$ cat src/rtl/fetch_stage.sv
// Instruction fetch stage: PC generator, one-cycle instruction memory interface and head-of-queue buffer to decode.
// Define FETCH_STAGE_BYPASS_EN to forward a response straight to decode when the buffer is empty.
module fetch_stage #(
  parameter int                ADDR_W   = 32,
  parameter int                DATA_W   = 32,
  parameter int                DEPTH    = 4,
  parameter logic [ADDR_W-1:0] RESET_PC = ADDR_W'(32'h00400000),
  parameter int unsigned       PC_INC   = 4
) (
  input  logic                     clock,
  input  logic                     reset,
  output logic                     imem_req,
  output logic [ADDR_W-1:0]        imem_addr,
  input  logic [DATA_W-1:0]        imem_data,
  input  logic                     redirect_valid,
  input  logic [ADDR_W-1:0]        redirect_pc,
  output logic                     inst_valid,
  input  logic                     inst_ready,
  output logic [DATA_W-1:0]        inst_data,
  output logic [ADDR_W-1:0]        inst_pc,
  output logic [$clog2(DEPTH):0]   fifo_count
);

  localparam int PTR_W = $clog2(DEPTH);
  localparam int CNT_W = PTR_W + 1;
  localparam logic [ADDR_W-1:0] PC_STEP = ADDR_W'(PC_INC);
  localparam logic [CNT_W:0]    DEPTH_C = (CNT_W + 1)'(DEPTH);

  logic [ADDR_W-1:0] pc_q, pc_d;
  logic              inflight_q;
  logic [ADDR_W-1:0] resp_pc_q;
  logic [PTR_W-1:0]  wptr_q, wptr_d;
  logic [PTR_W-1:0]  rptr_q, rptr_d;
  logic [CNT_W-1:0]  count_q, count_d;
  logic [ADDR_W-1:0] mem_pc_q   [DEPTH];
  logic [DATA_W-1:0] mem_data_q [DEPTH];

  logic              resp_valid;
  logic              fifo_empty;
  logic              bypass;
  logic              push;
  logic              fifo_pop;
  logic [CNT_W:0]    credit_used;

  // A response is live only if its request was issued and no redirect kills it this cycle.
  assign resp_valid  = inflight_q && !redirect_valid;
  assign fifo_empty  = (count_q == '0);
  assign credit_used = {1'b0, count_q} + {{CNT_W{1'b0}}, inflight_q};

`ifdef FETCH_STAGE_BYPASS_EN
  assign bypass = fifo_empty && resp_valid;
`else
  assign bypass = 1'b0;
`endif

  // Reset gates the request combinationally so it drops the moment reset asserts.
  assign imem_req   = reset && !redirect_valid && (credit_used < DEPTH_C);
  assign imem_addr  = pc_q;
  assign fifo_count = count_q;

  always_comb begin
    inst_valid = 1'b0;
    inst_data  = '0;
    inst_pc    = '0;
    if (!fifo_empty) begin
      inst_valid = 1'b1;
      inst_data  = mem_data_q[rptr_q];
      inst_pc    = mem_pc_q[rptr_q];
    end else if (bypass) begin
      inst_valid = 1'b1;
      inst_data  = imem_data;
      inst_pc    = resp_pc_q;
    end
  end

  assign fifo_pop = inst_valid && inst_ready && !redirect_valid && !fifo_empty;
  assign push     = resp_valid && !(bypass && inst_ready);

  always_comb begin
    pc_d    = pc_q;
    wptr_d  = wptr_q;
    rptr_d  = rptr_q;
    count_d = count_q;
    if (redirect_valid) begin
      pc_d    = redirect_pc;
      wptr_d  = '0;
      rptr_d  = '0;
      count_d = '0;
    end else begin
      if (imem_req) pc_d = pc_q + PC_STEP;
      if (push)     wptr_d = wptr_q + PTR_W'(1);
      if (fifo_pop) rptr_d = rptr_q + PTR_W'(1);
      case ({push, fifo_pop})
        2'b10:   count_d = count_q + CNT_W'(1);
        2'b01:   count_d = count_q - CNT_W'(1);
        default: count_d = count_q;
      endcase
    end
  end

  always_ff @(posedge clock or negedge reset) begin
    if (!reset) begin
      pc_q       <= RESET_PC;
      inflight_q <= 1'b0;
      resp_pc_q  <= '0;
      wptr_q     <= '0;
      rptr_q     <= '0;
      count_q    <= '0;
    end else begin
      pc_q       <= pc_d;
      inflight_q <= imem_req;
      if (imem_req) resp_pc_q <= pc_q;
      wptr_q     <= wptr_d;
      rptr_q     <= rptr_d;
      count_q    <= count_d;
    end
  end

  // Storage needs no reset: entries are only visible through a non-zero count.
  always_ff @(posedge clock) begin
    if (push) begin
      mem_pc_q[wptr_q]   <= resp_pc_q;
      mem_data_q[wptr_q] <= imem_data;
    end
  end

endmodule

$ cat config.mk
export PLATFORM = sky130hd
export DESIGN_NAME = fetch_stage
export DESIGN_NICKNAME = d
export VERILOG_FILES = /design/src/rtl/fetch_stage.sv
export SDC_FILE = /design/constraint.sdc
export NUM_CORES = 1
export LEC_CHECK = 0
export CORE_MARGIN = 5
export CORE_UTILIZATION = 40
export DETAILED_ROUTE_END_ITERATION = 12
export PLACE_DENSITY = 0.63
export SYNTH_ARGS = -nofsm -noshare
export SYNTH_HDL_FRONTEND = slang
export SYNTH_SLANG_ARGS = --single-unit
$ cat constraint.sdc
create_clock -name clock -period 3.3 [get_ports clock]
set_input_delay 0.33 -clock clock [delete_from_list [all_inputs] [get_ports clock]]
set_output_delay 0.33 -clock clock [all_outputs]
set_load 0.005 [all_outputs]
==> results of run 1 <==
-- timing repair --
item	4_1_cts	5_1_grt
endpoints found under the setup margin	0	0
hold endpoints to repair	28	0
hold buffers	1	0
-- cell families after synthesis --
logic type	Yosys count	share of synthesized area, %
AOI/OAI and AO/OA	59	3.014
DFF	328	72.34
adders and majority gates	6	0.6295
buffers and inverters	53	1.650
and+or+nand+nor	278	10.58
xor gates and xnor gates	6	0.4006
muxes	69	11.39
-- routing by layer --
layer	GRT usage, %	wire (µm)	share of wire (%)	vias to the layer above
met2	25.19	13350	47	248
met5	0	0	0	-
met1	22.13	12640	44	3679
met4	4.144	558	2.0	0
met3	3.707	1929	6.8	36
li1	-	-	-	3431
-- placed cells by master, fill, tap and decap left out, drive strengths merged, types with 3 or more instances in the layout --
cell type / Yosys / layout
inv: 11 / 13
nand4: 12 / 12
xnor2: 3 / 3
and3: 6 / 6
mux2i: 3 / 3
clkinvlp: 0 / 4
buf: 15 / 23
ha: 5 / 5
nand2: 125 / 125
or3: 10 / 10
edfxtp: 256 / 256
nand3: 26 / 26
a21oi: 7 / 7
nor3: 3 / 3
clkbuf: 26 / 45
mux4: 64 / 64
clkinv: 1 / 13
o311ai: 7 / 7
nor2: 19 / 19
dfrtp: 71 / 71
o211ai: 15 / 15
xor2: 3 / 3
and2: 71 / 71
o21ai: 19 / 19
clkdlybuf4s50: 0 / 167
-- sequential cells by signal (all words and copies together), names as in the netlist --
register and count:
fifo_count 3, imem_addr 32, inflight_q 1, mem_data_q 128, mem_pc_q 128, resp_pc_q 32, rptr_q 2, wptr_q 2
-- layout make-up --
type,instances,area (µm²)
fill,2690,15830
clock inverter,20,166.4
tap,442,553.0
sequential,328,9498
multi-input combinational,418,3428
timing repair buffer,191,1942
inverter,12,45.04
clock buffer,45,987.2
-- synth_stat cells (2+ instances only) --
cell | instances | area (µm²)
edfxtp_1 | 256 | 7687
nand2_1 | 125 | 469.2
dfrtp_1 | 71 | 1777
and2_1 | 70 | 437.9
mux4_2 | 64 | 1441
clkbuf_1 | 26 | 97.59
nand3_1 | 25 | 125.1
nor2_1 | 19 | 71.32
o21ai_0 | 19 | 95.09
o211ai_1 | 15 | 112.6
inv_1 | 10 | 37.54
nand4_1 | 10 | 62.56
or3_1 | 10 | 62.56
buf_2 | 8 | 40.04
a21oi_1 | 7 | 35.03
and3_1 | 6 | 37.54
buf_1 | 6 | 22.52
ha_1 | 5 | 62.56
o311ai_0 | 5 | 43.79
mux2i_1 | 3 | 30.03
nor3_1 | 3 | 15.01
xnor2_1 | 3 | 26.28
xor2_1 | 3 | 26.28
a221o_1 | 2 | 20.02
a22oi_1 | 2 | 15.01
a31o_2 | 2 | 17.52
a32oi_1 | 2 | 17.52
mux2_2 | 2 | 22.52
nand4_2 | 2 | 25.02
o311ai_1 | 2 | 17.52
-- report_power, final --
| part | leakage [nW] | internal (mW) | switching [mW] |
|---|---|---|---|
| Sequential | 3.22 | 4.97 | 0.400 |
| Combinational | 2.01 | 1.85 | 1.28 |
| Clock | 0.551 | 2.29 | 1.56 |
| Total | 5.78 | 9.10 | 3.24 |
-- worst max-delay path by stage --
stage | slack (ns) | cells past startpoint | end
4_1_cts | 0.31 | 4 | inst_data[3]
3_3_place_gp | 0.88 | 4 | inst_pc[20]
5_1_grt | 0.24 | 4 | inst_data[1]
3_5_place_dp | 0.86 | 4 | inst_data[3]
6_report | 0.39 | 4 | inst_pc[18]
2_1_floorplan | 0.67 | 3 | mem_data_q[0][0]$_DFFE_PP_
-- per-stage QoR --
stage / setup slack, ns / std cells / hold slack, ns / util [%]
2_1_floorplan: 0.6655 / 799 / 0.03441 / -
3_3_place_gp: 0.8816 / 1390 / 0.4363 / 47.63
3_5_place_dp: 0.8598 / 1390 / 0.4364 / 47.63
4_1_cts: 0.3137 / 1456 / 0.3449 / 51.21
5_1_grt: 0.2398 / 1456 / 0.3609 / 51.21
6_report: 0.3933 / 1456 / 0.3626 / 51.21
-- worst reg2reg max path: stages, from the launching register on --
cell and delay (ns):
dfrtp_1 0.43, or3_2 0.59, nand2_1 0.21, nor3_1 0.09
fa_1 0.41, nor3_1 0.32, o21ai_0 0.12, o31ai_1 0.07
==> key figures, run 1 <==
Outcome
  • Status: finished, final reports clean

Run
  • Maxcap violations: 0

Detailed routing
  • Via density: 5.078
  • Wirelength per Cell: between 15 and 20 µm
  • 1st-iter DRT viols: 426
  • DRC viols: 0
  • WL final: 28,480 µm
  • ANT nets after route: 0
  • Vias post-DR: 7,394
  • DRT Pass-1 Iters: 4

STA
  • Final Max Slew Viols: 0
  • Pin slew with the least headroom to its limit: 0.7835 ns
  • Setup Skew: roughly 0.013 ns
  • Final Setup Violations: 0
  • Final Cycle Share: 88.08%
  • Slew HR: a little under half
  • RSZ-0062 raised after global routing: no
  • Max Clock Freq: 344.0 MHz
  • TNS Setup: 0 ns
  • Fin. Hold Viols: 0
  • Final worst path period need: 2.907 ns

Synthesis
  • Synth Warn #: 0
  • EDFF count, synth: 256
  • Synth Flop Type: edfxtp_1
  • Yosys cell types: 46
  • Syn_area_per_cell: 16.42 µm²
  • Synth Instances: 799
  • Async set-or-reset flop fraction in the synthesized netlist: 21.95%
  • Synthesized Nets: ~870
  • Register bit total from synthesis: between 300 and 400
  • Sequential fraction of the synthesis area: between 70% and 80%
  • Post-synthesis cell area: ~13,000 µm²

Place
  • PortBufs: 168
  • Post-DP Area: roughly 15,000 µm²
  • GPL Wtd Cong: 0.8061
  • Detailed placer's ending HPWL: 18,550 µm

GRT
  • First-pass GRT wire length: 44,910 µm
  • Antenna violations before repair: 0
  • Largest net degree at the start of global routing: 65
  • GRT Overall Usage: between 15 and 20%
  • Vias in the first global route: approximately 7,700
  • GRT Residual Overflow: 0

Pwr
  • Tot Pwr: 12.35 mW
  • Pleak: between 5 and 6 nW
  • Pwr dens: 743.0 nW/µm²
  • Maximum vdd drop: 0.3187 mV

CTS
  • Clock root buffer: clkbuf_16
  • Resize count post-CTS: 0
  • Num CTS Buffers: 36
  • CTS Buffer Depth: 3
  • H-tree Lvls: 2
  • Clock Sinks: 328
  • CTS tree: yes
  • Clk_lat worst skew: 0.51 ns
  • Number of post-CTS setup repair buffers: 0
  • Worst-path clk slew: 0.06 ns

Floorplan
  • IO Pins: 169
  • Die area: 36,520 µm²
  • Die Wd: 191.1 µm
  • Core area: 32,450 µm²
  • Rows: 66
  • Height of the die: 191.1 µm
  • Starting Density: 40.42%

Min path
  • Hold Crit Start: redirect_pc[22]
  • Worst Hold End: imem_addr[22]$_DFFE_PN1N_
  • Worst hold path cell count: 3
  • Worst Hold Class: primary input to flop

Setup path
  • CP Cell Sequence: buf_12 > mux4_2 > and2_1 > clkdlybuf4s50_1
  • Crit start category: flop
  • Critical path's top delay family: buffers and inverters
  • RR Endpoint: fifo_count[2]$_DFFE_PN0P_
  • Worst setup path startpoint: rptr_q[0]$_DFFE_PN0P_
  • CP Max Fanout: 27
  • Crit Reg-Reg Startpoint: fifo_count[1]$_DFFE_PN0P_
  • Slowest stage delay, CP: 0.59 ns
  • Worst R2R Path Depth: 7
  • CP Class: flop to output pin
  • Buf/Inv on CP: 2
  • Worst Path Required: 2.97 ns
  • R2r setup slk: 0.99 ns
  • WP data arrival: 2.58 ns
  • Cell with the largest stage delay on the worst path: mux4_2
  • Worst setup EP type: output pin

Finish
  • Fin area: 16,620 µm²
  • Area grow syn2layout: 26.69%
  • Layout cells sized above 1: 15.48%
  • Final-stage net count: 1,061
  • # diodes: 0
Note: power is estimated with default switching activity, not from simulation.
==> run 2, diff against run 1 <==
--- a/config.mk
+++ b/config.mk
@@ -12,3 +12,4 @@
 export SYNTH_ARGS = -nofsm -noshare
 export SYNTH_HDL_FRONTEND = slang
 export SYNTH_SLANG_ARGS = --single-unit
+export TNS_END_PERCENT = 100
==> results of run 2 <==
Same layout as run 1: the final DEF is identical, and so are final timing and power.
==> run 3, diff against run 2 <==
--- a/config.mk
+++ b/config.mk
@@ -6,9 +6,10 @@
 export NUM_CORES = 1
 export LEC_CHECK = 0
 export CORE_MARGIN = 5
-export CORE_UTILIZATION = 40
+export CORE_UTILIZATION = 31
 export DETAILED_ROUTE_END_ITERATION = 12
-export PLACE_DENSITY = 0.63
+export GPL_ROUTABILITY_DRIVEN = 0
+export PLACE_DENSITY = 0.52
 export SYNTH_ARGS = -nofsm -noshare
 export SYNTH_HDL_FRONTEND = slang
 export SYNTH_SLANG_ARGS = --single-unit
==> key figures, run 3 (synthesis gave the netlist of run 1 again) <==
Outcome
  • Status: finished, final reports clean

Detailed routing
  • ANT nets after route: 0 (unchanged)
  • Wirelength per Cell: 19.99 µm (+2.2%)
  • Via density: 4.798 (-5.5%)
  • 1st-iter DRT viols: 422 (-0.94%)
  • DRT Pass-1 Iters: 4 (unchanged)
  • DRC viols: 0 (unchanged)
  • Vias post-DR: 7,441 (+0.64%)
  • WL final: 31,000 µm (+8.9%)

Min path
  • Worst Hold Class: primary input to flop
  • Worst hold path cell count: 2 (-1)
  • Hold Crit Start: redirect_valid

CTS
  • H-tree Lvls: 2 (unchanged)
  • Clk_lat worst skew: 0.52 ns (about the same)
  • CTS tree: yes
  • CTS Buffer Depth: 3 (unchanged)
  • Worst-path clk slew: 0.06 ns (about the same)
  • Clock root buffer: clkbuf_16
  • Clock Sinks: 328 (unchanged)
  • Resize count post-CTS: 0 (unchanged)
  • Num CTS Buffers: 38 (+5.6%)
  • Number of post-CTS setup repair buffers: 0 (unchanged)

STA
  • Slew HR: 43.76% (-3.8 points)
  • Setup Skew: 0.01433 ns (+0.001251 ns)
  • Final worst path period need: 2.910 ns (+0.003284 ns)
  • Max Clock Freq: 343.6 MHz (-0.11%)
  • RSZ-0062 raised after global routing: no
  • Final Cycle Share: 88.18% (+0.10 points)
  • Pin slew with the least headroom to its limit: 0.8406 ns (+0.05706 ns)
  • Hold_ws: 0.1170 ns (-0.2456 ns)
  • Fin. Hold Viols: 0 (unchanged)
  • TNS Setup: 0 ns (unchanged)
  • Final Setup Violations: 0 (unchanged)
  • Final Max Slew Viols: 0 (unchanged)

Place
  • Post-DP Area: 15,530 µm² (+0.51%)
  • Detailed placer's ending HPWL: 19,620 µm (+5.8%)
  • PortBufs: 168 (unchanged)

Setup path
  • CP Max Fanout: 39 (+44%)
  • Crit start category: flop
  • Crit Reg-Reg Startpoint: imem_addr[8]$_DFFE_PN0N_
  • Levels on crit path: 4 (unchanged)
  • Worst R2R Path Depth: 5 (-2)
  • Worst Path Required: 2.97 ns (about the same)
  • R2r setup slk: 0.92 ns (-0.07 ns)
  • Slowest stage delay, CP: 0.72 ns (+0.13 ns)
  • Cell with the largest stage delay on the worst path: dfrtp_4
  • Buf/Inv on CP: 2 (unchanged)
  • CP Cell Sequence: buf_12 > mux4_2 > and2_1 > clkdlybuf4s50_1
  • WP data arrival: 2.58 ns (about the same)
  • CP Class: flop to output pin
  • Critical path's top delay family: buffers and inverters
  • Worst setup EP type: output pin
  • Worst setup path startpoint: rptr_q[1]$_DFFE_PN0P_

Floorplan
  • Core area: 41,950 µm² (+29%)
  • Die area: 46,530 µm² (+27%)
  • Rows: 75 (+14%)
  • Height of the die: 215.7 µm (+13%)
  • Die Wd: 215.7 µm (+13%)
  • IO Pins: 169 (unchanged)
  • Starting Density: 31.28% (-9.1 points)

Finish
  • Area grow syn2layout: 27.36%
  • Most frequent cells in the layout: 256 x edfxtp_1, 166 x clkdlybuf4s50_1, 125 x nand2_1
  • Final-stage net count: 1,058 (-0.28%)
  • Layout cells sized above 1: 14.82% (-0.66 points)
  • # diodes: 0 (unchanged)
  • Reg area: 9498 µm² (unchanged)
  • Largest regs: mem_data_q x128, mem_pc_q x128
  • Fillers: 3,873 (+44%)
  • Most common cell after layout, fill and taps aside: edfxtp_1
  • Fin area: 16,710 µm² (+0.53%)
  • Area of the multi-input gates: 3428 µm² (unchanged)

GRT
  • Antenna violations before repair: 0 (unchanged)
  • GRT Residual Overflow: 0 (unchanged)
  • Largest net degree at the start of global routing: 66 (+1.5%)
  • First-pass GRT wire length: 48,740 µm (+8.5%)
  • Vias in the first global route: 7,845 (+2.0%)
  • GRT Overall Usage: 13.33% (-2.5 points)

Pwr
  • Pleak: 5.767 nW (-0.22%)
  • Maximum vdd drop: 0.4104 mV (+29%)
  • Pwr dens: 744.9 nW/µm² (+0.25%)

Run
  • Maxcap violations: 0 (unchanged)
## run 3: cell types whose count changed in the layout (fill, tap and decap cells not counted), sizes merged
| cell | delta |
|---|---|
| buf | -4 |
| inv | -1 |
| clkdlybuf4s50 | -1 |
| clkinvlp | -3 |
| clkinv | -2 |
| clkbuf | +10 |
| bufinv | -1 |
## run 3: worst paths after layout
kind | endpoint
setup / recovery | inst_data[0]
hold / removal | wptr_q[0]$_DFFE_PN0P_
setup reg to reg | imem_addr[27]$_DFFE_PN0N_
hold reg to reg | mem_pc_q[1][4]$_DFFE_PP_
max in group asynchronous | rptr_q[0]$_DFFE_PN0P_
min in group asynchronous | imem_addr[10]$_DFFE_PN0N_
## run 3: layout make-up
class,count,share of cell area (%)
Clock inverter,13,0.5242
Inverter,12,0.2696
Timing Repair Buffer,186,11.37
Tap cell,539,4.036
Sequential cell,328,56.84
Clock buffer,55,6.440
Multi-Input combinational cell,418,20.52
## run 3: timing repair
action / in CTS / in global routing
hold buffers: 1 / 0
endpoints found under the hold margin: 28 / 0
setup endpoints to repair: 0 / 0
## run 3: routing by layer
metal	wire length (µm)	global-route usage (%)	vias to the layer above	share of wire, %
li1	-	-	3420	-
met1	14910	19.53	3775	48
met2	14040	20.40	209	45
met3	1600	2.943	37	5.2
met4	454	3.179	0	1.5
met5	0	0	-	0
## run 3: worst register-to-register path, stage by stage, from the launching register on
cell,delay (ns)
dfrtp_1,0.58
nand3_4,0.15
nor4_4,0.64
nand4_2,0.36
or4_1,0.48
nand3_1,0.09
## run 3: power by group
| group | internal, mW | leakage (nW) | switching, mW |
|---|---|---|---|
| Clock | 2.34 | 0.565 | 1.58 |
| Sequential | 4.97 | 3.22 | 0.416 |
| Combinational | 1.85 | 1.98 | 1.30 |
| Total | 9.15 | 5.77 | 3.29 |
## run 3: per-stage QoR
| step | power, mW | instances | setup slack, ns | utilization [%] |
|---|---|---|---|---|
| after CTS | 12.72 | 1551 | 0.2904 | 39.83 |
| after global placement | 8.708 | 1482 | 0.8555 | 37.04 |
| after detailed placement | 8.732 | 1482 | 0.8568 | 37.04 |
| final | 12.45 | 1551 | 0.3900 | 39.83 |
| after floorplan | 6.908 | 799 | 0.6655 | - |
| after global routing | 13.16 | 1551 | 0.2418 | 39.83 |
